`src/rtl/cic_pkg.sv`:
```
// CIC shared package: default widths, counter-width helper and settle-count derivation.
// Used by the integrator, down-sampler and comb sections.
// Contents: CIC_DATA_WIDTH, CIC_NR_STAGES, CIC_DIFF_DELAY, clog2(), settle_count().
package cic_pkg;

  // Default data width shared by every CIC section; samples are two's-complement signed.
  localparam int unsigned CIC_DATA_WIDTH = 16;
  localparam int unsigned CIC_NR_STAGES  = 3;
  localparam int unsigned CIC_DIFF_DELAY = 1;

  // Number of bits needed to index 'value' distinct states (ceil(log2(value))).
  function automatic int unsigned clog2(input int unsigned value);
    int unsigned r;
    r = 0;
    for (int i = 0; i < 32; i++) begin
      if ((64'(1) << i) < 64'(value)) r = i + 1;
    end
    return r;
  endfunction

  // Enables needed before every stage register and every delay-line tap has seen real data.
  function automatic int unsigned settle_count(input int unsigned nr_stages,
                                               input int unsigned diff_delay);
    return nr_stages * (diff_delay + 1);
  endfunction

endpackage

```
`src/rtl/cic_comb_chain_if.sv`:
```
// Decimated-rate sample bus between the CIC down-sampler and the comb chain.
// Master drives i_ena/i_data and observes o_data/o_valid/o_settled; slave is the comb chain.
// No backpressure: i_ena is a strobe the comb chain must always accept.
interface cic_comb_chain_if
  import cic_pkg::*;
#(
  parameter int unsigned gp_data_width = CIC_DATA_WIDTH
);
  logic                            i_ena;
  logic signed [gp_data_width-1:0] i_data;
  logic signed [gp_data_width-1:0] o_data;
  logic                            o_valid;
  logic                            o_settled;

  modport master (
    output i_ena, i_data,
    input  o_data, o_valid, o_settled
  );

  modport slave (
    input  i_ena, i_data,
    output o_data, o_valid, o_settled
  );
endinterface

```
`src/rtl/cic_comb_stage.sv`:
```
// One CIC comb: y[n] = x[n] - x[n-M], M-deep enabled delay line plus registered subtractor.
// Latency: one enable (output register). Backpressure: none, advances only on i_ena.
// Ports: i_clk, i_rst_an (async active-low), i_ena, i_x (stage input), o_y (registered output).
module cic_comb_stage
  import cic_pkg::*;
#(
  parameter int unsigned gp_data_width = CIC_DATA_WIDTH,
  parameter int unsigned gp_diff_delay = CIC_DIFF_DELAY
) (
  input  logic                            i_clk,
  input  logic                            i_rst_an,
  input  logic                            i_ena,
  input  logic signed [gp_data_width-1:0] i_x,
  output logic signed [gp_data_width-1:0] o_y
);

  logic [gp_diff_delay-1:0][gp_data_width-1:0] dly_q;
  logic signed [gp_data_width-1:0]             y_q;
  logic signed [gp_data_width-1:0]             y_d;

  // Same-width subtraction: wraps modulo 2^W; integrators already absorbed the growth.
  always_comb begin
    y_d = i_x - $signed(dly_q[gp_diff_delay-1]);
  end

  always_ff @(posedge i_clk or negedge i_rst_an) begin
    if (!i_rst_an) begin
      y_q   <= '0;
      dly_q <= '0;
    end else if (i_ena) begin
      y_q      <= y_d;
      dly_q[0] <= i_x;
      for (int i = 1; i < int'(gp_diff_delay); i++) begin
        dly_q[i] <= dly_q[i-1];
      end
    end
  end

  assign o_y = y_q;

endmodule

```
`src/rtl/cic_comb_chain.sv`:
```
// CIC decimator comb section: N cascaded registered combs at the decimated rate.
// Latency: sample at enable #n appears on o_data after enable #(n+N-1); o_valid one cycle after each enable.
// Backpressure: none; i_ena strobes are always consumed, idle cycles freeze all state.
// Ports: i_clk, i_rst_an (async active-low), bus (slave: i_ena, i_data in; o_data, o_valid, o_settled out).
module cic_comb_chain
  import cic_pkg::*;
#(
  parameter int unsigned gp_data_width = CIC_DATA_WIDTH,
  parameter int unsigned gp_nr_stages  = CIC_NR_STAGES,
  parameter int unsigned gp_diff_delay = CIC_DIFF_DELAY
) (
  input  logic             i_clk,
  input  logic             i_rst_an,
  cic_comb_chain_if.slave  bus
);

  localparam int unsigned SettleCnt = settle_count(gp_nr_stages, gp_diff_delay);
  localparam int unsigned CntW      = clog2(SettleCnt + 1);

  // stage_x[k] is the input of stage k; stage_x[N] is the last stage register.
  logic [gp_nr_stages:0][gp_data_width-1:0] stage_x;

  assign stage_x[0] = bus.i_data;

  for (genvar k = 0; k < int'(gp_nr_stages); k++) begin : g_stage
    cic_comb_stage #(
      .gp_data_width (gp_data_width),
      .gp_diff_delay (gp_diff_delay)
    ) u_stage (
      .i_clk    (i_clk),
      .i_rst_an (i_rst_an),
      .i_ena    (bus.i_ena),
      .i_x      (stage_x[k]),
      .o_y      (stage_x[k+1])
    );
  end

  assign bus.o_data = stage_x[gp_nr_stages];

  logic            valid_q;
  logic [CntW-1:0] cnt_q;
  logic [CntW-1:0] cnt_d;
  logic            settled_q;
  logic            settled_d;

  // Counter saturates at C; settled looks at the next count so it rises with the C-th enable.
  always_comb begin
    cnt_d     = cnt_q;
    settled_d = settled_q;
    if (bus.i_ena && (cnt_q != CntW'(SettleCnt))) begin
      cnt_d = cnt_q + CntW'(1);
    end
    if (cnt_d == CntW'(SettleCnt)) begin
      settled_d = 1'b1;
    end
  end

  always_ff @(posedge i_clk or negedge i_rst_an) begin
    if (!i_rst_an) begin
      valid_q   <= 1'b0;
      cnt_q     <= '0;
      settled_q <= 1'b0;
    end else begin
      valid_q   <= bus.i_ena;
      cnt_q     <= cnt_d;
      settled_q <= settled_d;
    end
  end

  assign bus.o_valid   = valid_q;
  assign bus.o_settled = settled_q;

endmodule

```
`src/flat_wrapper.sv`:
```
// flat-port wrapper written by rule: the top's interface ports become plain ports
module cic_comb_chain_flat import cic_pkg::*;
#(
  parameter int unsigned gp_data_width = CIC_DATA_WIDTH,
  parameter int unsigned gp_nr_stages  = CIC_NR_STAGES,
  parameter int unsigned gp_diff_delay = CIC_DIFF_DELAY
)
  (i_clk, i_rst_an, bus_i_ena, bus_i_data, bus_o_data, bus_o_valid, bus_o_settled);
  cic_comb_chain_if #(.gp_data_width(gp_data_width)) bus_i ();
  input  logic i_clk;
  input  logic i_rst_an;
  input wire logic [$bits(bus_i.i_ena)-1:0] bus_i_ena;
  input wire logic [$bits(bus_i.i_data)-1:0] bus_i_data;
  output wire logic [$bits(bus_i.o_data)-1:0] bus_o_data;
  output wire logic [$bits(bus_i.o_valid)-1:0] bus_o_valid;
  output wire logic [$bits(bus_i.o_settled)-1:0] bus_o_settled;
  assign bus_i.i_ena = bus_i_ena;
  assign bus_i.i_data = bus_i_data;
  assign bus_o_data = bus_i.o_data;
  assign bus_o_valid = bus_i.o_valid;
  assign bus_o_settled = bus_i.o_settled;
  cic_comb_chain #(.gp_data_width(gp_data_width), .gp_nr_stages(gp_nr_stages), .gp_diff_delay(gp_diff_delay)) u_core (.i_clk(i_clk), .i_rst_an(i_rst_an), .bus(bus_i));
endmodule
```
`config.mk`:
```
export PLATFORM = sky130hd
export DESIGN_NAME = cic_comb_chain_flat
export DESIGN_NICKNAME = d
export VERILOG_FILES = /design/src/rtl/cic_pkg.sv /design/src/rtl/cic_comb_chain_if.sv /design/src/rtl/cic_comb_stage.sv /design/src/rtl/cic_comb_chain.sv /design/src/flat_wrapper.sv
export SDC_FILE = /design/constraint.sdc
export NUM_CORES = 1
export LEC_CHECK = 0
export ABC_AREA = 1
export ABC_CLOCK_PERIOD_IN_PS = 1900
export CORE_ASPECT_RATIO = 1.5
export CORE_MARGIN = 10
export CORE_UTILIZATION = 65
export DETAILED_ROUTE_END_ITERATION = 12
export DONT_BUFFER_PORTS = 1
export GPL_TIMING_DRIVEN = 0
export HOLD_SLACK_MARGIN = 0.15
export PLACE_DENSITY = 0.79
export SLEW_MARGIN = 15
export SYNTH_ARGS = -nofsm -noshare
export SYNTH_HDL_FRONTEND = slang
export SYNTH_SLANG_ARGS = --single-unit
```
`constraint.sdc`:
```
create_clock -name i_clk -period 1.9 [get_ports i_clk]
set_clock_uncertainty 0.1 [all_clocks]
set_input_delay 0.38 -clock i_clk [delete_from_list [all_inputs] [get_ports i_clk]]
set_output_delay 0.38 -clock i_clk [all_outputs]
set_load 0.02 [all_outputs]
```
==> results.py <==
metrics = {
    "routing": {
        "met1Wirelength_um": 6430,
        "routed_wl_um": 17600,
        "vias": 6067,
        "via_per_inst": 5.50,
        "drtIter0Drc": 504,
        "first_pass_iters": 7,
        "drcViolationCount": 0,
        "wire_per_inst_um": 16.0,
        "highest_layer": "met4",
        "final_antenna_net_count": 0,
        "wl_met2_um": 9620,
        "wl_met3_um": 870,
    },
    "floorplan": {
        "rows": 44,
        "initial_core_util": 0.669,
        "die_w_um": 102,
        "die_h_um": 143,
        "die_area_um2": 14600,
        "ioPinCount": 37,
        "core-area_um2": 9800,
    },
    "cells_and_area": {
        "nNetsFinal": 1052,
        "layout_common_cells": "nand2_1, inv_1, dfrtp_1, o21ai_0, nand3_1",
        "n_antenna_cell": 0,
        "multiInputGateArea_um2": 3570,
        "seq_area_um2": 2530,
        "final_common_cell": "nand2_1",
        "areaGrowthSynthToFinish_pct": 14.2,
        "instances_no_fill": 1103,
        "fin_area_um2": 7490,
        "fill_cells": 726,
        "drive_gt1_frac": 0.0870,
    },
    "timing": {
        "fmax_mhz": 543,
        "worst-slew-pin-transition_ns": 0.648,
        "final_hold_viol_count": 101,
        "max_slew_margin": 0.568,
        "post-route-period-util": 0.969,
        "slew_viol_final": 0,
        "rsz0062_at_grt": "true",
        "finalCriticalPeriod_ns": 1.84,
        "holdWs_ns": -0.386,
        "setup_viol": 0,
    },
    "place": {
        "placed_cell_area_um2": 6700,
        "gp_congestion": 0.926,
        "placement.io_buffers": 0,
        "place_inst": 1065,
        "hpwl_um": 12000,
    },
    "setup_path": {
        "crit_type": "reg2reg",
        "r2r_setup_slack_ns": 0.06,
        "crit_fanout": 3,
        "arrival_ns": 1.98,
        "cp.required_ns": 2.04,
        "rr_startpoint": "u_core.g_stage[2].u_stage.dly_q[0]",
        "start_kind": "flip-flop",
        "worstSetupEndpointType": "flip-flop",
        "startpoint": "u_core.g_stage[2].u_stage.dly_q[0]",
    },
    "power_and_ir_drop": {
        "internal-power_mw": 5.95,
        "cellPowerDensity_nw_per_um2": 1450,
        "finalPower_mw": 10.9,
        "power.share.clock": 0.168,
        "p_seq_frac": 0.321,
        "p_leak_nw": 4.12,
        "combPwrFrac": 0.512,
        "p_sw_mw": 4.92,
        "switching_share": 0.453,
        "max-vdd-ir-drop_uv": 623,
    },
    "cts": {
        "clock_path_buffers": 2,
        "cts_sinks": 101,
        "htree_num_levels": 3,
        "clockRootBuffer": "clkbuf_16",
        "clkTransAtPathRegs_ns": 0.07,
        "insertion_delay_ns": 0.35,
        "hold_buffers": 17,
        "numCtsBuffers": 9,
        "cts_tree": "built",
    },
    "min_path": {
        "hold_class": "in2async",
    },
    "global_routing": {
        "grt_antenna_before_repair": 0,
        "grt_overflow": 0,
        "grt_use_total": 0.229,
        "grt_first_pass_wirelength_um": 26600,
        "grt_pass1_vias": 6011,
        "grt_max_degree": 102,
    },
    "logic_synthesis": {
        "synth_seq_cells": 101,
        "syn_area_um2": 6560,
        "yosysUniqueCellTypes": 27,
        "netlist_instances": 950,
        "ys_warn_count": 0,
        "yosysSeqAreaShare": 0.385,
        "synthesis.nets": 1019,
        "syn_area_per_cell_um2": 6.90,
    },
    "outcome": {
        "violations": "hold timing",
        "outcome": "complete, but fails checks",
    },
    "job": {
        "cap_violations": 0,
    },
}
worst paths after layout:
check | endpoint | depth (start not counted)
worst min-delay path | u_core.g_stage[1].u_stage.o_y[0] | 0
min in group i_clk | u_core.g_stage[0].u_stage.o_y[15] | 4
worst max register to register | u_core.g_stage[2].u_stage.o_y[12] | 10
worst min register to register | u_core.g_stage[2].u_stage.dly_q[15] | 2
worst max-delay path | u_core.g_stage[2].u_stage.o_y[12] | 10
max in group asynchronous | u_core.g_stage[1].u_stage.dly_q[15] | 0
synthesized netlist by cell type:
cell      count  share of area
nand2_1     371           0.21
inv_1       171          0.098
dfrtp_1     101           0.39
o21ai_0      65          0.050
nand3_1      59          0.045
ha_1         47          0.090
nor2_1       33          0.019
a21oi_1      26          0.020
clkbuf_1     11         0.0063
xnor2_1      11          0.015
buf_2         9         0.0069
nor3_1        9         0.0069
nand3b_1      6         0.0069
nand4_1       5         0.0048
nand2_2       4         0.0038
or2_2         4         0.0038
xor2_1        4         0.0053
fa_1          3         0.0092
nand3_2       2         0.0031
o21ai_1       2         0.0015
a21oi_4       1         0.0025
a31o_1        1         0.0013
a31oi_1       1        0.00095
and2_1        1        0.00095
buf_4         1         0.0011
inv_2         1        0.00057
or2_0         1        0.00095
area by class of cell:
class / instances / area share
Buffer: 21 / 0.0125
Clock buffer: 12 / 0.0356
Clock inverter: 4 / 0.00401
Inverter: 172 / 0.0862
Multi-Input combinational cell: 656 / 0.477
Sequential cell: 101 / 0.338
Tap cell: 115 / 0.0192
Timing Repair Buffer: 22 / 0.0277
logic make-up after synthesis:
family	count (synthesis)	synth area share
simple gates	495	0.307
flops	101	0.385
fa+ha+maj	50	0.0988
xor+xnor	15	0.0200
buf+inv	193	0.113
compound gates	96	0.0757
metal layers:
layer	track usage	up-vias
met1	0.227	2817
li1	-	2991
met4	0.139	0
met3	0.0324	53
met5	0	-
met2	0.430	206
through the flow:
step | worst slack (ns) | hold slack, ns | TNS [ns] | utilization
after floorplan | 0.141 | -0.0156 | 0 | -
final | 0.0582 | -0.386 | 0 | 0.764
after global placement | -0.0129 | -0.0123 | -0.0243 | 0.684
after global routing | -0.0753 | -0.396 | -0.504 | 0.764
after detailed placement | -0.0776 | -0.0124 | -0.256 | 0.684
after CTS | 0.00831 | -0.387 | 0 | 0.734
power by group through the flow:
stage | logic (mW) | registers (mW) | clock network [mW]
finish | 5.57 | 3.49 | 1.82
global route | 6.28 | 3.57 | 1.91
CTS | 4.98 | 3.45 | 1.82
detailed placement | 4.88 | 3.49 | 0
global placement | 4.67 | 3.45 | 0
floorplan | 3.85 | 3.36 | 0
registers in the layout, indices dropped and copies added, names as in the netlist:
register and cells:
u_core.cnt_q 3, u_core.g_stage.u_stage.dly_q 48, u_core.g_stage.u_stage.o_y 48, u_core.bus.o_settled 1, u_core.bus.o_valid 1
timing repair:
action | CTS | global route
gates resized for setup | 5 | 42
setup endpoints to repair | 8 | 24
setup buffers | 0 | 5
pin swaps | 0 | 2
hold endpoints to repair | 118 | 101
critical path, cell delays in order (launching register included):
cell,delay [ns]
dfrtp_1,0.40
ha_2,0.21
fa_1,0.37
inv_2,0.09
nand3_1,0.08
nand3_2,0.12
nand3_2,0.09
nand3_1,0.08
nand2_1,0.05
nand3_1,0.07
nand2_1,0.06
Power figures use the tool's default switching activity.
